[src/rtl/axi_pkg.sv]
// Shared AXI write-channel definitions for the SRAM write slave:
// field widths, burst and response codes, and the write FSM states.
package axi_pkg;

    localparam int AXI_ID_W   = 8;
    localparam int AXI_ADDR_W = 32;
    localparam int AXI_LEN_W  = 4;
    localparam int AXI_SIZE_W = 3;
    localparam int AXI_DATA_W = 32;
    localparam int AXI_STRB_W = 4;

    typedef enum logic [1:0] {
        FIXED = 2'b00,
        INCR  = 2'b01,
        WRAP  = 2'b10
    } burst_e;

    localparam logic [1:0] OKAY   = 2'b00;
    localparam logic [1:0] SLVERR = 2'b10;

    // The SRAM is one 32-bit word wide, so only 4-byte beats are legal.
    localparam logic [AXI_SIZE_W-1:0] SIZE_WORD = 3'b010;

    typedef enum logic [1:0] {
        IDLE = 2'b00,
        DATA = 2'b01,
        RESP = 2'b10
    } wr_state_e;

    // WRAP is treated as a plain increment; reserved codes hold the address.
    function automatic logic burstAdvances(input burst_e burst);
        return (burst == INCR) || (burst == WRAP);
    endfunction

endpackage

[src/rtl/wr_addr_gen.sv]
// Word-address register for the SRAM write slave: loaded at the AW
// handshake and stepped once per accepted W beat according to the burst type.
module wr_addr_gen
    import axi_pkg::*;
#(
    parameter int SRAM_AW = 14
) (
    input  logic               clk,
    input  logic               rst,
    input  logic               load_i,
    input  logic [SRAM_AW-1:0] start_addr_i,
    input  logic [1:0]         burst_i,
    input  logic               step_i,
    output logic [SRAM_AW-1:0] addr_o
);

    localparam logic [SRAM_AW-1:0] ONE = {{(SRAM_AW-1){1'b0}}, 1'b1};

    logic [SRAM_AW-1:0] addr_q, addr_d;
    burst_e             burst_q, burst_d;

    always_comb begin
        addr_d  = addr_q;
        burst_d = burst_q;
        if (load_i) begin
            addr_d  = start_addr_i;
            burst_d = burst_e'(burst_i);
        end else if (step_i && burstAdvances(burst_q)) begin
            // Natural overflow gives the modulo-2^SRAM_AW wrap.
            addr_d = addr_q + ONE;
        end
    end

    always_ff @(posedge clk or negedge rst) begin
        if (!rst) begin
            addr_q  <= '0;
            burst_q <= FIXED;
        end else begin
            addr_q  <= addr_d;
            burst_q <= burst_d;
        end
    end

    assign addr_o = addr_q;

endmodule

[src/rtl/sram_wr_slave.sv]
// AXI write slave that turns AW/W/B bursts into single-cycle SRAM writes.
// Optional macro WR_ERR_CHECK_EN enables SLVERR reporting for size/length errors.
module sram_wr_slave
    import axi_pkg::*;
#(
    parameter int SRAM_AW = 14
) (
    input  logic                  clk,
    input  logic                  rst,
    input  logic [AXI_ID_W-1:0]   AWID_S,
    input  logic [AXI_ADDR_W-1:0] AWADDR_S,
    input  logic [AXI_LEN_W-1:0]  AWLEN_S,
    input  logic [AXI_SIZE_W-1:0] AWSIZE_S,
    input  logic [1:0]            AWBURST_S,
    input  logic                  AWVALID_S,
    output logic                  AWREADY_S,
    input  logic [AXI_DATA_W-1:0] WDATA_S,
    input  logic [AXI_STRB_W-1:0] WSTRB_S,
    input  logic                  WLAST_S,
    input  logic                  WVALID_S,
    output logic                  WREADY_S,
    output logic [AXI_ID_W-1:0]   BID_S,
    output logic [1:0]            BRESP_S,
    output logic                  BVALID_S,
    input  logic                  BREADY_S,
    output logic                  sram_ceb,
    output logic [AXI_STRB_W-1:0] sram_web,
    output logic [SRAM_AW-1:0]    sram_a,
    output logic [AXI_DATA_W-1:0] sram_di
);

    wr_state_e             state_q, state_d;
    logic [AXI_ID_W-1:0]   id_q, id_d;
    logic [AXI_LEN_W-1:0]  len_q, len_d;
    logic [AXI_LEN_W-1:0]  beatCnt_q, beatCnt_d;

    logic awFire;
    logic wFire;
    logic bFire;
    logic lenReached;
    logic lastBeat;

    assign awFire     = AWVALID_S && AWREADY_S;
    assign wFire      = WVALID_S && WREADY_S;
    assign bFire      = BVALID_S && BREADY_S;
    assign lenReached = (beatCnt_q == len_q);
    assign lastBeat   = WLAST_S || lenReached;

    // AWREADY is gated by rst so it reads low for the whole reset pulse.
    always_comb begin
        state_d   = state_q;
        AWREADY_S = 1'b0;
        WREADY_S  = 1'b0;
        BVALID_S  = 1'b0;
        case (state_q)
            IDLE: begin
                AWREADY_S = rst;
                if (AWVALID_S && rst) begin
                    state_d = DATA;
                end
            end
            DATA: begin
                WREADY_S = 1'b1;
                if (WVALID_S && lastBeat) begin
                    state_d = RESP;
                end
            end
            RESP: begin
                BVALID_S = 1'b1;
                if (BREADY_S) begin
                    state_d = IDLE;
                end
            end
            default: begin
                state_d = IDLE;
            end
        endcase
    end

    always_comb begin
        id_d      = id_q;
        len_d     = len_q;
        beatCnt_d = beatCnt_q;
        if (awFire) begin
            id_d      = AWID_S;
            len_d     = AWLEN_S;
            beatCnt_d = '0;
        end else if (wFire) begin
            beatCnt_d = beatCnt_q + 1'b1;
        end
    end

    always_ff @(posedge clk or negedge rst) begin
        if (!rst) begin
            state_q   <= IDLE;
            id_q      <= '0;
            len_q     <= '0;
            beatCnt_q <= '0;
        end else begin
            state_q   <= state_d;
            id_q      <= id_d;
            len_q     <= len_d;
            beatCnt_q <= beatCnt_d;
        end
    end

`ifdef WR_ERR_CHECK_EN
    logic       errFlag_q, errFlag_d;
    logic [1:0] resp_q, resp_d;
    logic       beatErr;

    // A beat is in error when WLAST and the AWLEN count disagree about where the burst ends.
    assign beatErr = (WLAST_S != lenReached);

    always_comb begin
        errFlag_d = errFlag_q;
        resp_d    = resp_q;
        if (awFire) begin
            errFlag_d = (AWSIZE_S != SIZE_WORD);
        end else if (wFire) begin
            errFlag_d = errFlag_q || beatErr;
            if (lastBeat) begin
                resp_d = (errFlag_q || beatErr) ? SLVERR : OKAY;
            end
        end
    end

    always_ff @(posedge clk or negedge rst) begin
        if (!rst) begin
            errFlag_q <= 1'b0;
            resp_q    <= OKAY;
        end else begin
            errFlag_q <= errFlag_d;
            resp_q    <= resp_d;
        end
    end

    assign BRESP_S = resp_q;

    logic unusedBits;
    assign unusedBits = ^{AWADDR_S[AXI_ADDR_W-1:SRAM_AW+2], AWADDR_S[1:0], bFire};
`else
    assign BRESP_S = OKAY;

    logic unusedBits;
    assign unusedBits = ^{AWADDR_S[AXI_ADDR_W-1:SRAM_AW+2], AWADDR_S[1:0], AWSIZE_S, bFire};
`endif

    wr_addr_gen #(
        .SRAM_AW (SRAM_AW)
    ) u_addr_gen (
        .clk          (clk),
        .rst          (rst),
        .load_i       (awFire),
        .start_addr_i (AWADDR_S[SRAM_AW+1:2]),
        .burst_i      (AWBURST_S),
        .step_i       (wFire),
        .addr_o       (sram_a)
    );

    assign BID_S    = id_q;
    assign sram_ceb = ~wFire;
    assign sram_web = wFire ? ~WSTRB_S : {AXI_STRB_W{1'b1}};
    assign sram_di  = wFire ? WDATA_S : '0;

endmodule

[config.mk]
export PLATFORM = sky130hd
export DESIGN_NAME = sram_wr_slave
export DESIGN_NICKNAME = d
export VERILOG_FILES = /design/src/rtl/axi_pkg.sv /design/src/rtl/wr_addr_gen.sv /design/src/rtl/sram_wr_slave.sv
export SDC_FILE = /design/constraint.sdc
export NUM_CORES = 1
export LEC_CHECK = 0
export BUFFER_PORTS_ARGS = -buffer_cell sky130_fd_sc_hd__buf_4
export CAP_MARGIN = 20
export CORE_MARGIN = 5
export CORE_UTILIZATION = 43
export DETAILED_ROUTE_END_ITERATION = 7
export HOLD_SLACK_MARGIN = 0.06
export PLACE_DENSITY = 0.93
export SKIP_LAST_GASP = 1
export SLEW_MARGIN = 30
export SYNTH_ARGS = -nofsm -noshare
export SYNTH_HDL_FRONTEND = slang
export SYNTH_HIERARCHICAL = 1
export SYNTH_SLANG_ARGS = --single-unit
[constraint.sdc]
create_clock -name clk -period 6.8 [get_ports clk]
set_clock_uncertainty 0.15 [all_clocks]
set_input_delay 1.02 -clock clk [delete_from_list [all_inputs] [get_ports clk]]
set_output_delay 1.02 -clock clk [all_outputs]
set_load 0.01 [all_outputs]
==> results of run 1 <==
==> cell families after synthesis <==
family,after synthesis,synth area share [%]
compound gates,24,7.58
fa+ha+maj,2,1.26
other cells,1,0.189
simple gates,85,26.1
buf+inv,16,4.23
flops,34,42.9
mux,18,10.3
xor+xnor,16,7.45
==> cell type report <==
cell class / instances / area, um2
clock buffer: 7 / 76.3
clock inverter: 1 / 30.0
fill: 328 / 1320
inverter: 5 / 18.8
multi-input combinational: 147 / 1070
sequential: 34 / 851
tap: 52 / 65.1
timing repair buffer: 132 / 991
==> per-stage QoR <==
| stage | area [um2] | power [mW] |
|---|---|---|
| floorplan | 1990 | 0.691 |
| global placement | 2990 | 0.926 |
| detailed placement | 2990 | 0.947 |
| CTS | 3100 | 1.13 |
| global route | 3100 | 1.20 |
| finish | 3100 | 1.12 |
==> layout by cell type (no fill, tap or decap), drive strengths merged, types with 3 or more instances in the layout <==
cell / instances
nand4: 3
or3: 3
dfrtp: 34
o21ai: 13
mux2: 16
clkbuf: 7
nand2: 19
inv: 5
o31a: 3
nand3: 7
and2: 32
nor4: 3
buf: 132
xnor2: 12
nor3: 4
xor2: 4
==> state kept, by name, summed over array words and instances, names as in the netlist <==
signal / count
state_q: 2
beatCnt_q: 4
BID_S: 8
u_addr_gen/burst_q: 2
u_addr_gen/addr_o: 14
len_q: 4
==> routing by layer <==
metal	vias to the layer above	wire length [um]	global-route usage, %
met5	-	0	0
met4	0	48	5.74
met3	5	382	4.17
met2	68	3030	33.1
met1	864	2260	20.6
li1	926	-	-
==> final timing paths <==
kind                             from                     to  slack, ns  cells after the start
hold reg to reg              BID_S[4]               BID_S[4]       0.36                      1
max in group asynchronous         rst             state_q[1]       5.65                      1
min in group asynchronous         rst  u_addr_gen/addr_o[10]       0.54                      1
setup / recovery             WVALID_S            sram_di[21]       3.60                      5
hold / removal               BID_S[4]               BID_S[4]       0.36                      1
setup reg to reg           state_q[1]  u_addr_gen/addr_o[11]       4.24                      6
==> power by group <==
| part | leakage, nW | internal (mW) | switching [mW] | total, mW |
|---|---|---|---|---|
| Combinational | 1.04 | 0.297 | 0.242 | 0.539 |
| Sequential | 0.411 | 0.297 | 0.106 | 0.403 |
| Clock | 0.0524 | 0.110 | 0.0693 | 0.179 |
==> results.py, run 1 <==
metrics = {
    "setup_path": {
        "startpoint_type": "input pin",
        "cp.required_ns": 5.63,
        "crit_top_cell": "buf_4",
        "path_max_fanout": 43,
        "critPathKind": "in -> out",
        "path_delay_family": "buffers and inverters",
        "max_stage_delay_ns": 0.43,
        "cp-end-kind": "primary output",
        "crit_chain": "buf_4, nand3b_4, inv_2, and2_1, buf_4",
        "cp_num_buf_inv": 3,
        "crit_arrival_ns": 2.03,
        "crit_slowest_cell": "inv_2",
    },
    "clock_tree": {
        "clkLatencyLatePin_ns": 0.28,
        "ctsLongestPathBuffers": 2,
        "postCtsSetupBuffers": 0,
        "cts_tree": "done",
        "clockRootBuffer": "clkbuf_8",
        "cts_buffers": 5,
        "cts_repair_resize_count": 0,
        "holdBufCountCts": 0,
        "clk_pin_slew_ns": 0.07,
        "htreeDepth": 2,
        "clkSinkCount": 34,
    },
    "job": {
        "cap_violations": 0,
    },
    "logic_synthesis": {
        "synth.ff_latch_count": 34,
        "async_reset_ff_share_pct": 100,
        "synth_top_cell_area_share_pct": 42.9,
        "synth_ff_type": "dfrtp_1",
        "seq_area_frac_synth_pct": 42.9,
        "synth_edf_count": 0,
        "yosys-top-cells-area": "dfrtp_1 43%, and2_1 10%, mux2_2 8.5%, xnor2_1 4.9%, nand2_1 3.6%",
        "netlist_area_um2": 1980,
        "post-synth-top-count-cell": "dfrtp_1",
        "ys_top_cells_by_count": "34 x dfrtp_1, 32 x and2_1, 19 x nand2_1",
        "syn_avg_cell_area_um2": 10.1,
        "ys_types": 43,
        "synthCells": 196,
        "synth_top_area_cell": "dfrtp_1",
        "yosysWarningCount": 6,
    },
    "die": {
        "dieHeight_um": 77.9,
        "coreArea_um2": 4410,
        "die-area_um2": 6070,
        "rows": 24,
        "initial_utilization_pct": 44.9,
        "pin_count": 155,
        "fp.dieW_um": 77.9,
    },
    "timing": {
        "setup_viol": 0,
        "finalCriticalPeriod_ns": 3.20,
        "drv_slew": 0,
        "setup_ws_ns": 3.60,
        "relSlewSlack_pct": 62.9,
        "timing.fmax_mhz": 313,
        "finalHoldViolCount": 0,
        "setup-tns-final_ns": 0,
        "whs_ns": 0.364,
        "rsz0062_at_grt": "no",
        "worst_slew_pin_slew_ns": 0.553,
        "fin_crit_sh_pct": 47.1,
    },
    "global_route": {
        "grt_use_total_pct": 18.1,
        "grt_max_degree": 47,
        "grt-ovfl-total": 0,
        "grt_pass1_wl_mm": 9.01,
        "antenna_found_initial": 0,
        "grt_pass1_vias": 1931,
    },
    "power": {
        "power_density_nw_per_um2": 362,
        "p_leak_nw": 1.50,
        "vdd_drop_max_mv": 0.210,
    },
    "status": {
        "status": "finished clean",
    },
    "route": {
        "dr.pass1.iters": 5,
        "drt_iter0_drc": 48,
        "detail_route.wl_per_cell_um": 15.1,
        "post_drt_via_cell_ratio": 4.93,
        "ant_nets": 0,
        "drc": 0,
        "vias": 1863,
        "drt-total-wl_mm": 5.72,
    },
    "cells_and_area": {
        "syn2layout_area_growth_pct": 56.3,
        "finalNonFillerCells": 378,
        "fin_nets": 418,
        "drive_gt1_share_pct": 49.4,
        "antenna-diode-count": 0,
        "final_util_pct": 70.2,
    },
    "worst_hold_path": {
        "min_path_type": "reg -> reg",
    },
    "place": {
        "gp_congestion": 0.816,
        "dp_hpwl_mm": 4.42,
        "dp_cells": 370,
        "io_buffers": 131,
        "pre_cts_ws_ns": 3.27,
    },
}
Note: power is estimated with default switching activity, not from simulation.
==> run 2, diff against run 1 <==
Settings changed: CORE_UTILIZATION 43 to 36, PLACE_DENSITY 0.93 to 0.84.
Clock period 6.8 ns to 2.65 ns, I/O delays scaled along.
==> run 2 against run 1 <==
Wire length fell by 0.26%. First-iteration DRC count increased by 27%. Sequential share of layout area down 0.37 points. Clock power increased by 120%.
==> results.py, run 2 (synthesis gave the netlist of run 1 again) <==
metrics = {
    "status": {
        "status": "finished clean",
    },
    "timing": {
        "relSlewSlack_pct": 63.6,
        "setup_viol": 0,
        "setup_ws_ns": 0.342,
        "drv_slew": 0,
        "timing.fmax_mhz": 433,
        "fin_crit_sh_pct": 87.1,
        "finalCriticalPeriod_ns": 2.31,
        "setup-tns-final_ns": 0,
        "worst_slew_pin_slew_ns": 0.543,
        "finalHoldViolCount": 0,
        "rsz0062_at_grt": "no",
    },
    "cells_and_area": {
        "antenna-diode-count": 0,
        "largest_register_ffs": 14,
        "fin_nets": 422,
        "drive_gt1_share_pct": 49.7,
        "final_area_um2": 3140,
        "layout_commonest_cell": "buf_4",
        "syn2layout_area_growth_pct": 58.5,
        "layout_common_cells": "135 x buf_4, 34 x dfrtp_1, 32 x and2_1, 19 x nand2_1, 15 x mux2_2",
    },
    "route": {
        "drc": 0,
        "ant_nets": 0,
        "post_drt_via_cell_ratio": 4.63,
        "drt-total-wl_mm": 5.71,
        "vias": 1862,
        "dr.pass1.iters": 4,
        "detail_route.wl_per_cell_um": 14.2,
        "drt_iter0_drc": 61,
    },
    "global_route": {
        "grt_pass1_wl_mm": 9.16,
        "grt_pass1_vias": 1891,
        "grt-ovfl-total": 0,
        "antenna_found_initial": 0,
        "grt_max_degree": 40,
        "grt_use_total_pct": 15.4,
    },
    "power": {
        "switchingPower_mw": 1.06,
        "p_leak_nw": 1.52,
        "vdd_drop_max_mv": 0.486,
        "internal_power_mw": 1.74,
        "power_density_nw_per_um2": 892,
        "power_frac_comb_pct": 49.7,
        "netSwitchingFraction_pct": 37.7,
        "pwr-share-clk_pct": 13.8,
        "pwr-share-seq_pct": 36.6,
    },
    "clock_tree": {
        "cts_repair_resize_count": 0,
        "htreeDepth": 2,
        "clkSinkCount": 34,
        "clockRootBuffer": "clkbuf_8",
        "postCtsSetupBuffers": 0,
        "ctsLongestPathBuffers": 2,
        "clkLatencyLatePin_ns": 0.27,
        "clk_pin_slew_ns": 0.07,
        "cts_buffers": 5,
        "cts_tree": "done",
    },
    "die": {
        "pin_count": 155,
        "coreArea_um2": 5440,
        "die-area_um2": 7090,
        "initial_utilization_pct": 36.4,
        "fp.dieW_um": 84.2,
        "rows": 27,
        "dieHeight_um": 84.2,
    },
    "job": {
        "cap_violations": 0,
    },
    "place": {
        "gp_congestion": 0.795,
        "io_buffers": 131,
        "pre_cts_ws_ns": 0.479,
        "dp_hpwl_mm": 4.54,
        "dpl-instance-area_um2": 3040,
    },
    "setup_path": {
        "path_max_fanout": 39,
        "critPathKind": "reg -> out",
        "cp.required_ns": 2.10,
        "startpoint_type": "flip-flop",
        "cp-end-kind": "primary output",
        "crit_arrival_ns": 1.76,
    },
    "worst_hold_path": {
        "min_path_type": "in -> reg",
    },
}
[run 2: cell types whose count changed in the layout (fill, tap and decap cells not counted), sizes merged]
cell         change
buf              +3
clkinv           +1
dlygate4sd3      +1
bufinv           -1
[run 2: layout make-up]
class / count / area, um2
multi-input cells: 147 / 1070
clock buffers: 7 / 86.3
well taps: 72 / 90.1
clock inverters: 1 / 5.00
flip-flops and latches: 34 / 851
fillers: 504 / 2300
inverters: 5 / 18.8
repair buffers: 136 / 1020
[run 2: critical path, cell delays in order (launching register included)]
cell and delay, ns:
dfrtp_1 0.46, nand3b_4 0.24, inv_1 0.16, buf_4 0.31, and2_1 0.19, buf_4 0.12
[run 2: through the flow]
stage | utilization (%) | power, mW | hold WS (ns) | instances
6_report | 57.7 | 2.80 | 0.175 | 402
5_1_grt | 57.7 | 3.01 | 0.177 | 402
4_1_cts | 57.7 | 2.84 | 0.170 | 402
3_5_place_dp | 55.9 | 2.44 | 0.142 | 393
3_3_place_gp | 55.9 | 2.39 | 0.140 | 393
2_1_floorplan | - | 1.77 | -0.0481 | 197
[run 2: worst paths after layout]
check,slack (ns),startpoint,cells after the start,end
max,0.34,state_q[1],5,sram_di[21]
min,0.18,AWADDR_S[8],3,u_addr_gen/addr_o[6]
max reg2reg,0.48,state_q[1],6,u_addr_gen/addr_o[11]
min reg2reg,0.36,BID_S[1],1,BID_S[1]
max in group asynchronous,1.45,rst,3,u_addr_gen/addr_o[4]
min in group asynchronous,0.39,rst,2,BID_S[5]
[run 2: metal layers]
| metal | GRT usage (%) | routed length [um] |
|---|---|---|
| met1 | 19.9 | 2450 |
| met2 | 26.8 | 3000 |
| met3 | 4.02 | 252 |
| met4 | 1.90 | 8 |
| met5 | 0 | 0 |
[run 2: what timing repair did]
| action | in CTS | in global routing |
|---|---|---|
| hold buffers | 1 | 0 |
| endpoints found under the hold margin | 18 | 0 |
| endpoints found under the setup margin | 0 | 0 |
[run 2: power groups by stage]
stage | logic (mW) | clock network (mW) | registers (mW)
2_1_floorplan | 0.711 | 0 | 1.06
4_1_cts | 1.41 | 0.401 | 1.03
6_report | 1.39 | 0.385 | 1.02
3_5_place_dp | 1.40 | 0 | 1.04
5_1_grt | 1.52 | 0.427 | 1.07
3_3_place_gp | 1.37 | 0 | 1.02
